$ cat src/rtl/lsu.sv
// Load/store unit: turns one RV32I load/store at a time into a single
// word-aligned dcache request, waits for the matching completion or a
// timeout, then returns extended load data or an error code.
module lsu #(
    parameter int TIMEOUT = 64
) (
    input  logic        clk,
    input  logic        rst,
    input  logic        req_valid,
    output logic        req_ready,
    input  logic        req_we,
    input  logic [2:0]  req_funct3,
    input  logic [31:0] req_addr,
    input  logic [31:0] req_wdata,
    output logic        resp_valid,
    output logic [31:0] resp_rdata,
    output logic [1:0]  resp_err,
    output logic [31:0] addr,
    output logic        wreq,
    output logic        rreq,
    output logic [31:0] wdata,
    output logic [3:0]  byte_enable,
    input  logic        wvalid,
    input  logic [31:0] rdata,
    input  logic        rvalid
);

    localparam int TW = $clog2(TIMEOUT);

    typedef enum logic [1:0] {IDLE, ACCESS, RESP} state_t;

    localparam logic [1:0] ERR_OK      = 2'b00;
    localparam logic [1:0] ERR_ALIGN   = 2'b01;
    localparam logic [1:0] ERR_TIMEOUT = 2'b10;

    state_t        state, state_next;
    logic [TW-1:0] timer, timer_next;
    logic          op_we, op_we_next;
    logic [2:0]    op_funct3, op_funct3_next;
    logic [1:0]    op_off, op_off_next;

    logic          req_ready_next, resp_valid_next, wreq_next, rreq_next;
    logic [31:0]   resp_rdata_next, addr_next, wdata_next;
    logic [1:0]    resp_err_next;
    logic [3:0]    byte_enable_next;

    logic          illegal;
    logic [3:0]    be_enc;
    logic [31:0]   wdata_enc;

    // Shift the addressed lane down to bit 0 and extend it per the load width.
    function automatic logic [31:0] extract(input logic [2:0] f3, input logic [1:0] off,
                                            input logic [31:0] d);
        logic [31:0] s;
        s = d >> {off, 3'b000};
        case (f3)
            3'd0:    return {{24{s[7]}}, s[7:0]};
            3'd1:    return {{16{s[15]}}, s[15:0]};
            3'd4:    return {24'd0, s[7:0]};
            3'd5:    return {16'd0, s[15:0]};
            default: return s;
        endcase
    endfunction

    // Decode the incoming request: legality, lane mask and replicated store data.
    always_comb begin
        illegal   = 1'b1;
        be_enc    = 4'b1111;
        wdata_enc = req_wdata;
        case (req_funct3)
            3'd0:    illegal = 1'b0;
            3'd1:    illegal = req_addr[0];
            3'd2:    illegal = |req_addr[1:0];
            3'd4:    illegal = req_we;
            3'd5:    illegal = req_we | req_addr[0];
            default: illegal = 1'b1;
        endcase
        case (req_funct3[1:0])
            2'd0: begin
                be_enc    = 4'b0001 << req_addr[1:0];
                wdata_enc = {4{req_wdata[7:0]}};
            end
            2'd1: begin
                be_enc    = 4'b0011 << req_addr[1:0];
                wdata_enc = {2{req_wdata[15:0]}};
            end
            default: begin
                be_enc    = 4'b1111;
                wdata_enc = req_wdata;
            end
        endcase
    end

    // Next-state and next-output logic; every output is registered below.
    always_comb begin
        // NOTE: every signal gets a default first so no path can infer a latch.
        state_next       = state;
        timer_next       = timer;
        op_we_next       = op_we;
        op_funct3_next   = op_funct3;
        op_off_next      = op_off;
        resp_valid_next  = 1'b0;
        resp_rdata_next  = resp_rdata;
        resp_err_next    = resp_err;
        addr_next        = addr;
        wdata_next       = wdata;
        byte_enable_next = byte_enable;
        wreq_next        = wreq;
        rreq_next        = rreq;

        case (state)
            IDLE: begin
                resp_rdata_next = 32'd0;
                resp_err_next   = ERR_OK;
                if (req_valid) begin
                    op_we_next     = req_we;
                    op_funct3_next = req_funct3;
                    op_off_next    = req_addr[1:0];
                    if (illegal) begin
                        state_next      = RESP;
                        resp_valid_next = 1'b1;
                        resp_err_next   = ERR_ALIGN;
                    end else begin
                        state_next       = ACCESS;
                        timer_next       = '0;
                        addr_next        = {req_addr[31:2], 2'b00};
                        byte_enable_next = be_enc;
                        wdata_next       = req_we ? wdata_enc : 32'd0;
                        wreq_next        = req_we;
                        rreq_next        = ~req_we;
                    end
                end
            end
            ACCESS: begin
                if (op_we ? wvalid : rvalid) begin
                    state_next      = RESP;
                    resp_valid_next = 1'b1;
                    resp_err_next   = ERR_OK;
                    resp_rdata_next = op_we ? 32'd0 : extract(op_funct3, op_off, rdata);
                end else if (timer == TW'(TIMEOUT - 1)) begin
                    state_next      = RESP;
                    resp_valid_next = 1'b1;
                    resp_err_next   = ERR_TIMEOUT;
                    resp_rdata_next = 32'd0;
                end else begin
                    timer_next = timer + 1'b1;
                end
                if (state_next == RESP) begin
                    wreq_next        = 1'b0;
                    rreq_next        = 1'b0;
                    addr_next        = 32'd0;
                    wdata_next       = 32'd0;
                    byte_enable_next = 4'd0;
                end
            end
            RESP: begin
                state_next = IDLE;
            end
            default: state_next = IDLE;
        endcase

        req_ready_next = (state_next == IDLE);
    end

    // State, operation and output registers with synchronous active-low reset.
    always_ff @(posedge clk) begin
        // NOTE: sequential state uses non-blocking assignments only.
        if (!rst) begin
            state       <= IDLE;
            timer       <= '0;
            op_we       <= 1'b0;
            op_funct3   <= 3'd0;
            op_off      <= 2'd0;
            req_ready   <= 1'b1;
            resp_valid  <= 1'b0;
            resp_rdata  <= 32'd0;
            resp_err    <= ERR_OK;
            addr        <= 32'd0;
            wdata       <= 32'd0;
            byte_enable <= 4'd0;
            wreq        <= 1'b0;
            rreq        <= 1'b0;
        end else begin
            state       <= state_next;
            timer       <= timer_next;
            op_we       <= op_we_next;
            op_funct3   <= op_funct3_next;
            op_off      <= op_off_next;
            req_ready   <= req_ready_next;
            resp_valid  <= resp_valid_next;
            resp_rdata  <= resp_rdata_next;
            resp_err    <= resp_err_next;
            addr        <= addr_next;
            wdata       <= wdata_next;
            byte_enable <= byte_enable_next;
            wreq        <= wreq_next;
            rreq        <= rreq_next;
        end
    end

endmodule

$ cat config.mk
export PLATFORM = sky130hd
export DESIGN_NAME = lsu
export DESIGN_NICKNAME = d
export VERILOG_FILES = /design/src/rtl/lsu.sv
export SDC_FILE = /design/constraint.sdc
export NUM_CORES = 1
export LEC_CHECK = 0
export BUFFER_PORTS_ARGS = -buffer_cell sky130_fd_sc_hd__buf_2
export CAP_MARGIN = 20
export CORE_UTILIZATION = 48
export DETAILED_ROUTE_END_ITERATION = 8
export PLACE_DENSITY = 0.86
export SLEW_MARGIN = 40
export SYNTH_ARGS = -nofsm -noshare
export SYNTH_HDL_FRONTEND = slang
export SYNTH_SLANG_ARGS = --single-unit
$ cat constraint.sdc
create_clock -name clk -period 2.2 [get_ports clk]
set_input_delay 0.22 -clock clk [delete_from_list [all_inputs] [get_ports clk]]
set_output_delay 0.22 -clock clk [all_outputs]
set_load 0.005 [all_outputs]
==> flow_results.org, run 1 <==
** Clock tree
- TritonCTS built the clock tree.
- Clock edge transition at the registers on the reported setup and hold paths :: 60 ps
- Post-CTS Setup Inserts :: 0
- Clock tree synthesis selected as its root buffer the cell clkbuf_8.
- For this design, the CTS-stage hold fixing added 47 buffers.
- CTS H-tree lvls :: 4
- The tree built by TritonCTS fans out to 118 sinks.
- The clock reaches the later pin of the worst-skew pair after 510 ps.
- The clock passes through at most 2 buffers.
- Buffers inserted during clock tree synthesis total 17.
- Count of cells resized by post-cts repair :: 0

** Pwr
- The completed layout was analyzed and its total power is 5.91 mW.
- Cell internal power was estimated by the tool at 4.44 mW.
- Maximum vdd drop :: 0.540 mV
- Power dissipated by switching net loads :: 1.47 mW
- Relative contribution of the clock network to total power :: 49.3%
- Leakage power :: 3.37 nW
- Power Density :: 802 nW/um^2
- Net switching is 24.9% of the power.
- Share of total power in combinational logic :: 12.4%
- Proportion of power drawn by flip-flops and latches :: 38.3%

** Finish
- After routing the design area is 7370 um^2.
- The filler cells instantiated in the layout total 732.
- Summing all multi-input logic gate instances after layout gives 2530 um^2.
- Antenna fix cells :: 0
- The sequential cells in the finished layout cover a total of 2360 um^2.
- Share of final-layout standard cells stronger than drive strength 1 :: 39.1%
- Nets@finish :: 848
- Synth-to-layout area growth :: 42.0%

** Routing
- The first detailed-routing pass took 5 iterations.
- For this run, design rule violations remaining after detail routing come to 0.
- In this run the remaining antenna-violating nets after routing total 0.
- Via count :: 5208
- Dividing the detail-routed wire length by the instance count gives 18.5 um.
- Routed wire length :: 16500 um
- Number of vias per cell after detailed routing :: 5.85
- Initial drt markers :: 333

** Yosys
- Post-Synthesis Mean Instance Area :: 10.5 um^2
- Yosys instantiated no cell more often than dfxtp_1.
- Cell Area, Synth :: 5190 um^2
- Summing the sequential cell areas from Yosys gives 45.5% of the chip area.
- In the synthesized netlist the async set-or-reset flop fraction comes to 0%.
- The synthesized design spends more area on one cell type than any other, namely dfxtp_1.
- Synth unique cells :: 46
- Ranked by instance count, the synthesized netlist is headed by dfxtp_1 (118), a32o_1 (56), nand2_1 (45), mux2i_1 (42), a21oi_1 (29).
- In the synthesized netlist, the number of instances is 496.
- In the synthesized netlist the dominant register cell turns out to be dfxtp_1.
- Area fraction of the dominant cell type after synthesis :: 45.5%
- During synthesis, Yosys emitted a total of 0 warnings.
- Yosys mapped a number of flops with a built-in enable equal to 0.
- Number of flip-flops and latches in the synthesized netlist :: 118
- Cell types occupying the most area after synthesis :: dfxtp_1 (46%), a32o_1 (11%), mux2i_1 (8.1%), mux2_2 (5.0%), nand2_1 (3.3%)

** Die
- Measured along the x axis, the die boundary spans 106 um.
- Height of the die :: 106 um
- The floorplan has 37 rows.
- Placeable core region :: 10400 um^2
- Num ports :: 211
- For this configuration, the core starts out at a cell density of 49.8%.
- The floorplan step defined a die boundary enclosing 11200 um^2.

** Worst setup path
- Class of the most critical setup path :: register to register
- Worst-case register-to-register setup slack :: 190 ps
- STA classifies the critical path startpoint as a register.
- Depth of the most critical reg-to-reg path :: 4
- The startpoint identified for the worst register-to-register timing path is state[0].
- Following the worst setup path forward leads to its endpoint at resp_rdata[25].
- In this run the worst setup path begins at state[0].
- WP data required :: 2650 ps
- Critical register-to-register path endpoint :: resp_rdata[25]
- Data arrival time of the critical path :: 2460 ps
- Sort of element at the end of the critical path :: register
- Maximum fanout along the worst path :: 10

** Status
- Outcome :: finished clean

** Timing
- Setup repair after global routing left no endpoint under its margin.
- The worst pin sits at a relative slew slack of 48.9%.
- At the pin with the least slew margin, the transition time is 763 ps.
- # setup viols final :: 0
- Achievable Freq :: 0.498 GHz
- Final-report hold violation count :: 0
- Share of the clock period used by the worst path :: 91.3%
- Post-layout minimum cycle time :: 2010 ps
- Between clock sinks in the finished design, the worst skew comes to 14.2 ps.
- Setup_tns :: 0 ps
- The number of slew-limit violations in the final report came to 0.
- Worst Slack Setup Final :: 191 ps

** Placement
- Area post-placement :: 6270 um^2
- Timing analysis after detailed placement gives a worst setup slack of 288 ps.
- HPWL Detailed :: 10700 um
- Final RePlAce weighted congestion :: 0.883
- Count of input and output buffers :: 208

** GRT
- Entering global routing, the biggest net connects 65 pins.
- Total congestion overflow after global routing :: 0
- The number of antenna violations at the first check in global routing was 0.
- Via count of the first global-routing pass :: 5262
- The first global-routing pass estimated 25800 um of wire.
- GR Util All Layers :: 29.6%

** Min path
- Hold WC Path Type :: input port to register
- Worst Hold Depth :: 4

** Job
- Max-cap violations in this run came to 0.
[metrics by stage]
stage,hold WS [ps],cells,utilization (%)
5_1_grt,47.1,891,70.7
3_3_place_gp,429,812,60.2
6_report,49.7,891,70.7
4_1_cts,21.3,891,70.7
3_5_place_dp,435,812,60.2
2_1_floorplan,346,497,-
[worst max-delay path, cell delays in order, from the launching register on]
cell	delay (ps)
dfxtp_1	520
and4bb_2	430
nand4b_2	270
nor2_1	490
a221o_1	240
[sequential cells by signal, summed over array words and instances, names as in the netlist]
name	cells
byte_enable	4
resp_err	2
rreq	1
op_we	1
resp_rdata	32
resp_valid	1
wdata	32
op_funct3	3
timer	6
addr	30
op_off	2
wreq	1
state	2
req_ready	1
[cell type report]
cell class / count / area share, %
well taps: 136 / 2.31
clock buffers: 18 / 5.81
repair buffers: 273 / 22.5
clock inverters: 14 / 2.68
inverters: 6 / 0.306
multi-input cells: 326 / 34.3
flip-flops and latches: 118 / 32.1
[how the worst min path moves through the flow]
stage                             start           end
after global routing      req_funct3[2]  op_funct3[2]
after floorplan            req_addr[10]      addr[10]
after detailed placement   req_addr[30]      addr[30]
after CTS                 req_funct3[2]  op_funct3[2]
final                     req_wdata[26]     wdata[26]
after global placement      req_addr[4]       addr[4]
[kinds of logic (layout without fill, tap and decap cells)]
group / Yosys count / count (layout) / share of synthesized area [%]
compound gates: 165 / 165 / 25.4
fa+ha+maj: 1 / 1 / 0.241
buf+inv: 53 / 311 / 5.93
flops: 118 / 118 / 45.5
mux: 67 / 67 / 14.0
other cells: 1 / 2 / 0.0723
simple gates: 91 / 91 / 8.85
[cell usage in the layout, fill, tap and decap left out, types with 2 or more instances in the layout]
master / netlist / final
clkinv_4: 0 / 3
dfxtp_1: 118 / 118
inv_6: 0 / 3
nor3_1: 2 / 2
clkbuf_8: 0 / 2
buf_4: 7 / 17
clkbuf_16: 0 / 16
dlygate4sd3_1: 0 / 47
nand2b_1: 5 / 5
o21ai_0: 26 / 26
nor2b_1: 2 / 2
inv_1: 6 / 6
o211ai_1: 7 / 7
o211a_1: 2 / 2
a32o_1: 56 / 56
nor2_1: 22 / 22
bufinv_16: 0 / 4
conb_1: 1 / 2
mux4_2: 2 / 2
nand3_1: 3 / 3
mux2_2: 23 / 23
o211ai_2: 2 / 2
a211oi_1: 3 / 3
a211o_1: 8 / 8
mux2i_1: 42 / 42
buf_2: 12 / 208
a221o_1: 8 / 8
nor4_4: 2 / 2
clkinv_2: 0 / 2
nand2_1: 45 / 45
a21oi_1: 29 / 29
clkinvlp_4: 0 / 2
o2bb2ai_1: 16 / 16
[metal layers]
metal  track usage [%]  wire [um]
met5                 0          0
met4              13.9        499
met3              8.95       1400
met2              51.5       8080
met1              33.1       6550
[power groups by stage]
stage,Clock [mW],Combinational [mW],Sequential [mW]
after floorplan,0,0.398,2.30
after global placement,0,0.622,2.30
after detailed placement,0,0.643,2.30
after CTS,2.95,0.713,2.26
after global routing,3.06,0.787,2.27
final,2.92,0.732,2.26
Note: power is estimated with default switching activity, not from simulation.
==> run 2, diff against run 1 <==
--- a/config.mk
+++ b/config.mk
@@ -7,6 +7,7 @@
 export LEC_CHECK = 0
 export BUFFER_PORTS_ARGS = -buffer_cell sky130_fd_sc_hd__buf_2
 export CAP_MARGIN = 20
+export CORE_ASPECT_RATIO = 1.5
 export CORE_UTILIZATION = 48
 export DETAILED_ROUTE_END_ITERATION = 8
 export PLACE_DENSITY = 0.86
==> run 2 against run 1 <==
  * Sequential power is essentially flat
  * Final area shrank 5.8%
  * Register-to-register slack gained 95 ps
  * Highest routed layer unchanged
  * Cell count shrank 3.9%
  * Global-route usage shrank 3.5 points
  * Critical endpoint is now addr[26]
  * Count of clock-buffer cells in the layout grew 2
  * Maximum frequency grew 5.0%
  * Clock skew shrank 6.6 ps
==> flow_results.org, run 2 (synthesis results as in run 1) <==
** Status
- Outcome :: finished clean (unchanged)

** Timing
- The final critical-path share of the clock period came to 87.0% (was 91.3%).
- The headroom to the max-slew limit came to 61.4% (was 48.9%).
- The highest attainable clock frequency was 0.523 GHz (was 0.498 GHz).
- The largest clock skew in the final design came to 7.58 ps (was 14.2 ps).
- RSZ-0062 raised after global routing :: no (unchanged)
- The number of slew-limit violations in the final report came to 0 (unchanged).
- The least setup slack across all paths after layout came to 286 ps (was 191 ps).
- Worst-margin pin slew :: 578 ps (was 763 ps)
- Final-report hold violation count :: 0 (unchanged)
- The final critical delay including setup and external delays came to 1910 ps (was 2010 ps).
- # setup viols final :: 0 (unchanged)
- Setup_tns :: 0 ps (unchanged)

** GRT
- Antenna violations before repair :: 0 (unchanged)
- The remaining global-route overflow came to 0 (unchanged).
- The total routing usage reported by global routing was 26.1% (was 29.6%).
- The largest net degree at the start of global routing came to 65 (unchanged).
- The wire length of the first global-routing pass was 22900 um (was 25800 um).
- The via count of the first global-routing pass was 4863 (was 5262).

** Min path
- The class of the tightest hold or removal check was input port to register (unchanged).
- The hold path startpoint was req_addr[11] (was req_wdata[26]).

** Job
- The max-cap check violation count is 0 (unchanged).

** Worst setup path
- Data arrival time of the critical path :: 2200 ps (was 2460 ps)
- The critical setup path kind is register to register (unchanged).
- Crit path cell chain :: ha_1 -> nand3_1 -> o22a_1 -> a21o_2 -> buf_12 -> a32o_1 (was and4bb_2 -> nand4b_2 -> nor2_1 -> a221o_1)
- Launching element type of the critical path :: register (unchanged)
- The critical path capture point type is a register (unchanged).
- The largest stage delay on the critical path is 370 ps (was 520 ps).
- The worst setup path startpoint is timer[0] (was state[0]).
- The startpoint of the lowest-slack register-to-register path is timer[0] (was state[0]).
- Critical path's slowest cell :: dfxtp_1 (unchanged)
- The maximum fanout count along the critical path came to 64 (was 10).
- WP data required :: 2480 ps (was 2650 ps)

** Pwr
- The leakage power is 3.19 nW (was 3.37 nW).
- Maximum vdd drop :: 0.632 mV (was 0.540 mV)
- Power Density :: 840 nW/um^2 (was 802 nW/um^2)

** Finish
- Area of the multi-input gates :: 2530 um^2 (unchanged)
- Share of final-layout standard cells stronger than drive strength 1 :: 41.9% (was 39.1%)
- Nets@finish :: 805 (was 848)
- Commonest non-fill, non-tap cells in the layout :: buf_2 (208), dfxtp_1 (118), a32o_1 (56) (unchanged)
- Sequential cell area :: 2360 um^2 (unchanged)
- The fill cell total of the finished layout is 824 (was 732).
- The post-route non-filler standard cell count is 856 (was 891).
- Antenna fix cells :: 0 (unchanged)
- The most common cell after layout, fill and taps aside is buf_2 (unchanged).
- Registers with the most flip-flops :: resp_rdata (32), wdata (32), addr (30) (unchanged)
- Synth-to-layout area growth :: 33.8% (was 42.0%)

** Die
- The die height was 129 um (was 106 um).
- Starting density of the core :: 49.3% (was 49.8%)
- The row count was 46 (was 37).
- The die area came to 11200 um^2 (about the same).
- Placeable core region :: 10500 um^2 (was 10400 um^2)
- Die Wd :: 86.9 um (was 106 um)
- Num ports :: 211 (unchanged)

** Routing
- DR WL/cell :: 17.3 um (was 18.5 um)
- Number of vias per cell after detailed routing :: 5.79 (was 5.85)
- Antenna Violating Nets Remaining :: 0 (unchanged)
- The length of routed wiring on met1 is 5570 um (was 6550 um).
- Via count :: 4953 (was 5208)
- The total length of routed met3 wires is 1090 um (was 1400 um).
- The routed wire length came to 14800 um (was 16500 um).
- The amount of wire on met2 after detailed routing came to 7650 um (was 8080 um).
- Highest layer used for signal routing :: met4 (unchanged)
- DRT Pass-1 Iters :: 6 (was 5)
- The number of DRC markers in iteration 0 came to 309 (was 333).
- The detailed-route DRC error count is 0 (unchanged).

** Clock tree
- The number of hold-repair buffers added at the cts stage was 0 (was 47).
- Number of buffers inserted during clock tree synthesis :: 17 (unchanged)
- The clock-pin slew on the worst setup and hold paths came to 50 ps (was 60 ps).
- The count of clock tree sinks came to 118 (unchanged).
- The number of gates resized after cts is 0 (unchanged).
- The CTS tree is yes (unchanged).
- Clock tree root buffer cell :: clkbuf_16 (was clkbuf_8)
- Clock Tree Buf Depth :: 2 (unchanged)
- The H-tree depth reported by CTS came to 4 (unchanged).
- The clock latency of the later-clocked register in the worst-skew pair is 400 ps (was 510 ps).
- Post-CTS Setup Inserts :: 0 (unchanged)

** Placement
- The global placer's final weighted congestion came to 0.895 (was 0.883).
- The post-detailed-placement half-perimeter wirelength was 10700 um (about the same).
- Post-place setup slack :: 307 ps (was 288 ps)
- Placed cell count :: 824 (was 812)
- Count of input and output buffers :: 208 (unchanged)
## run 2: cell count changes in the layout (fill, tap and decap cells not counted), moves of 2 or more
cell,previous run,this run
buf_4,17,21
dlygate4sd3_1,47,0
clkinv_4,3,1
inv_6,3,1
## run 2: cell type report
class                           instances  share of cell area [%]
Multi-Input combinational cell        326                    36.4
Sequential cell                       118                    34.0
Timing Repair Buffer                  230                    17.6
Clock buffer                           20                    6.58
Tap cell                              144                    2.60
Clock inverter                         12                    2.52
Inverter                                6                   0.324
## run 2: worst max-delay path: cells and delay by family (launching register included)
family                     cells  cell delay, ps
and+or+nand+nor                1             190
DFF                            1             370
AOI/OAI and AO/OA              3             830
buffers and inverters          1             200
adders and majority gates      1             180
## run 2: path summary, 6_finish.rpt
path	cells past startpoint	end	slack (ps)
max	6	addr[26]	290
min	2	addr[11]	30
max reg2reg	6	addr[26]	290
min reg2reg	2	byte_enable[0]	460
## run 2: where the power goes
part / switching (mW) / internal [mW]
Combinational: 0.364 / 0.298
Clock: 0.957 / 1.95
Sequential: 0.0475 / 2.21
Total: 1.37 / 4.46
## run 2: per-stage QoR
stage / cell area (um^2) / util, % / power (mW) / hold WS, ps
detailed placement: 6310 / 59.9 / 2.95 / 435
global placement: 6310 / 59.9 / 2.93 / 430
floorplan: 5190 / - / 2.69 / 346
CTS: 6940 / 65.9 / 5.86 / 16.8
global route: 6940 / 65.9 / 6.03 / 20.5
finish: 6940 / 65.9 / 5.83 / 29.3
## run 2: layer usage
layer | vias up | global-route usage (%)
li1 | 2302 | -
met1 | 2349 | 27.3
met2 | 262 | 46.8
met3 | 40 | 8.15
met4 | 0 | 12.4
met5 | - | 0
==> run 3, diff against run 2 <==
--- a/config.mk
+++ b/config.mk
@@ -5,12 +5,13 @@
 export SDC_FILE = /design/constraint.sdc
 export NUM_CORES = 1
 export LEC_CHECK = 0
+export ABC_AREA = 1
 export BUFFER_PORTS_ARGS = -buffer_cell sky130_fd_sc_hd__buf_2
 export CAP_MARGIN = 20
 export CORE_ASPECT_RATIO = 1.5
-export CORE_UTILIZATION = 48
+export CORE_UTILIZATION = 50
 export DETAILED_ROUTE_END_ITERATION = 8
-export PLACE_DENSITY = 0.86
+export PLACE_DENSITY = 0.87
 export SLEW_MARGIN = 40
 export SYNTH_ARGS = -nofsm -noshare
 export SYNTH_HDL_FRONTEND = slang
==> run 3 against run 2 <==
  * Global-route usage grew 3.3 points
  * Sequential cell count did not move
  * Clock power grew 10%
  * Final area up 8.3%
  * Core utilization rose by 1.7 points
  * Routed wire length up 16%
  * Count of clock-buffer cells in the layout is 2 lower
  * Combinational power is 29% higher
  * Sequential share of layout area down 2.6 points
  * Non-clock buffer count shrank 2
  * Sequential power hardly changed
  * Highest routed layer unchanged
==> flow_results.org, run 3 <==
** Status
- Outcome :: finished clean (unchanged)

** Timing
- The final-report hold violation count was 0 (unchanged).
- Worst-margin pin slew :: 694 ps (was 578 ps)
- # setup viols final :: 0 (unchanged)
- The hold slack is 98.2 ps (was 29.3 ps).
- The headroom to the max-slew limit was 53.7% (was 61.4%).
- The final critical delay including setup and external delays was 1830 ps (was 1910 ps).
- RSZ-0062 raised after global routing: no (unchanged).
- The final setup TNS is 0 ps (unchanged).
- Share of the clock period used by the worst path :: 83.4% (was 87.0%)
- The highest attainable clock frequency came to 0.545 GHz (was 0.523 GHz).
- Setup clock skew after layout :: 8.45 ps (was 7.58 ps)
- Max Transition Viols Final :: 0 (unchanged)

** Routing
- The vias after detailed routing was 6361 (was 4953).
- DRT Pass-1 Iters :: 5 (was 6)
- Count of unresolved DRC violations after routing :: 0 (unchanged)
- The final routed wire length divided by cell count came to 14.1 um (was 17.3 um).
- Antenna Violating Nets Remaining :: 0 (unchanged)
- Routed wire length :: 17200 um (was 14800 um)
- The via density per instance was 5.24 (was 5.79).
- The number of DRC markers in iteration 0 was 361 (was 309).

** Clock tree
- Clock tree from TritonCTS :: yes (unchanged)
- The number of buffers inserted by post-CTS setup repair came to 0 (unchanged).
- The clock-pin slew on the worst setup and hold paths is 60 ps (was 50 ps).
- The H-tree depth reported by CTS was 4 (unchanged).
- The clock latency of the later-clocked register in the worst-skew pair was 420 ps (was 400 ps).
- Number of buffers inserted during clock tree synthesis :: 17 (unchanged)
- Clock tree root buffer cell :: clkbuf_16 (unchanged)
- The count of clock tree sinks came to 118 (unchanged).
- The number of gates resized after cts came to 0 (unchanged).
- The maximum clock insertion buffer count came to 2 (unchanged).
- The number of hold-repair buffers added at the cts stage was 0 (unchanged).

** GRT
- The number of antenna violations at the first check in global routing was 0 (unchanged).
- GR Util All Layers :: 29.4% (was 26.1%)
- The largest net degree at the start of global routing was 57 (was 65).
- The via count of the first global-routing pass is 5852 (was 4863).
- The wire length of the first global-routing pass came to 27200 um (was 22900 um).
- The remaining global-route overflow came to 0 (unchanged).

** Worst setup path
- The critical setup path kind is register to register (unchanged).
- The number of cells traversed by the worst register-to-register path came to 10 (was 6).
- The type of origin of the critical path is a register (unchanged).
- Sort of element at the end of the critical path :: register (unchanged)
- Data arrival time of the critical path :: 2160 ps (was 2200 ps)
- The required arrival time at the worst endpoint came to 2530 ps (was 2480 ps).
- Maximum fanout along the worst path :: 33 (was 64)

** Placement
- The global placer's final weighted congestion is 0.900 (was 0.895).
- HPWL Detailed :: 12000 um (was 10700 um)
- The number of buffers added on ports was 208 (unchanged).

** Yosys
- Ys async rst share :: 0% (unchanged)
- Synth area leader :: dfxtp_1 (unchanged)
- Synth unique cells :: 28 (was 46)
- Top post-synthesis cells by count :: nand2_1 (216), a21oi_1 (136), dfxtp_1 (118), nand3_1 (112), nor2_1 (101) (was dfxtp_1 (118), a32o_1 (56), nand2_1 (45), mux2i_1 (42), a21oi_1 (29))
- Warnings, synthesis :: 0 (unchanged)
- The proportion of synthesized chip area in sequential cells was 41.2% (was 45.5%).
- The total standard cell area after synthesis was 5730 um^2 (was 5190 um^2).
- The number of enable-type register cells in the synthesized netlist is 0 (unchanged).
- Synthesized instance count :: 871 (was 496)
- The mean post-synth cell area is 6.58 um^2 (was 10.5 um^2).
- The number of register bits inferred by synthesis came to 118 (unchanged).
- The commonest register cell after synthesis is dfxtp_1 (unchanged).
- Most frequently used cell type in the post-synthesis netlist :: nand2_1 (was dfxtp_1)
- Cell types occupying the most area after synthesis: dfxtp_1 (41%), nand2_1 (14%), a21oi_1 (12%), nand3_1 (9.8%), nor2_1 (6.6%) (was dfxtp_1 (46%), a32o_1 (11%), mux2i_1 (8.1%), mux2_2 (5.0%), nand2_1 (3.3%)).
- The share of Yosys cell area claimed by the top area cell type is 41.2% (was 45.5%).

** Die
- Height of the die :: 133 um (was 129 um)
- The placeable core area is 11100 um^2 (was 10500 um^2).
- Starting density of the core :: 51.6% (was 49.3%)
- The row count was 47 (was 46).
- The die area is 11900 um^2 (was 11200 um^2).
- Die Wd :: 89.4 um (was 86.9 um)
- The number of top-level pins is 211 (unchanged).

** Pwr
- Power Density :: 842 nW/um^2 (was 840 nW/um^2)
- Maximum vdd drop :: 0.652 mV (was 0.632 mV)
- Leakage power :: 3.59 nW (was 3.19 nW)

** Finish
- The number of nets in the layout came to 1161 (was 805).
- Commonest non-fill, non-tap cells in the layout: nand2_1 (215), buf_2 (208), a21oi_1 (136) (was buf_2 (208), dfxtp_1 (118), a32o_1 (56)).
- Share of final-layout standard cells stronger than drive strength 1 :: 26.2% (was 41.9%)
- The synthesis-to-layout area growth is 31.1% (was 33.8%).
- Registers with the most flip-flops :: resp_rdata (32), wdata (32), addr (30) (unchanged)
- Antenna fix cells :: 0 (unchanged)
- The fill cell total of the finished layout was 999 (was 824).
- The most common cell after layout, fill and taps aside is nand2_1 (was buf_2).

** Min path
- Hold WC Path Type :: input port to register (unchanged)
- Worst Hold Depth :: 3 (was 2)

** Job
- The max-cap check violation count was 0 (unchanged).
run 3: cell types whose count changed in the layout (fill, tap and decap cells not counted), sizes merged, moves of 5 or more:
cell	before	now
mux2i	42	0
a221o	8	0
a21oi	29	136
mux2	23	0
nand3	3	115
a211o	8	0
o2bb2ai	16	0
o22ai	1	8
nand2b	5	0
nor2	22	103
inv	7	64
nand2	45	219
a32o	56	0
run 3: power breakdown:
group / total (mW) / leakage (nW) / switching, mW / internal, mW
clock: 3.21 / 0.331 / 1.04 / 2.17
combinational: 0.857 / 2.30 / 0.546 / 0.311
sequential: 2.26 / 0.957 / 0.0419 / 2.22
run 3: through the flow:
stage,utilization (%),instance area [um^2],setup WS [ps],std cells,power [mW]
finish,67.6,7520,366,1215,6.33
global route,67.6,7520,206,1215,6.57
CTS,67.6,7520,382,1215,6.35
detailed placement,61.5,6830,196,1183,3.15
global placement,61.5,6830,314,1183,3.14
floorplan,-,5740,695,872,2.85
run 3: path summary, 6_finish.rpt:
path                   from              to  slack (ps)
max                state[0]        wdata[5]         370
max reg2reg        state[0]        wdata[5]         370
min           req_funct3[2]    op_funct3[2]         100
min reg2reg  resp_rdata[10]  resp_rdata[10]         460
run 3: logic make-up after synthesis:
family                     count (synthesis)  share of synthesized area, %
DFF                                      118                          41.2
xor gates and xnor gates                   1                         0.153
adders and majority gates                  1                         0.218
other                                      1                        0.0654
buffers and inverters                    126                          9.49
AOI/OAI and AO/OA                        181                          16.3
and+or+nand+nor                          443                          32.6
run 3: worst max-delay path, cell delays in order, from the launching register on:
cell,delay [ps]
dfxtp_1,300
inv_1,80
nand2_2,80
inv_2,80
nand2_4,90
inv_2,120
nand3_4,260
nor2_4,150
buf_4,330
nand2_1,90
a21oi_1,170
run 3: area by class of cell:
cell class	count	area (um^2)	area share, %
repair buffers	228	1220	16.2
well taps	147	184	2.45
clock inverters	14	245	3.26
clock buffers	18	439	5.84
multi-input cells	628	2840	37.7
inverters	62	234	3.11
flip-flops and latches	118	2360	31.4
run 3: per-layer routing:
layer	up-vias	track usage [%]	share of wire, %
met5	-	0	0
met3	51	6.94	7.6
met2	284	50.2	50
li1	3197	-	-
met4	0	15.9	4.0
met1	2829	32.8	38
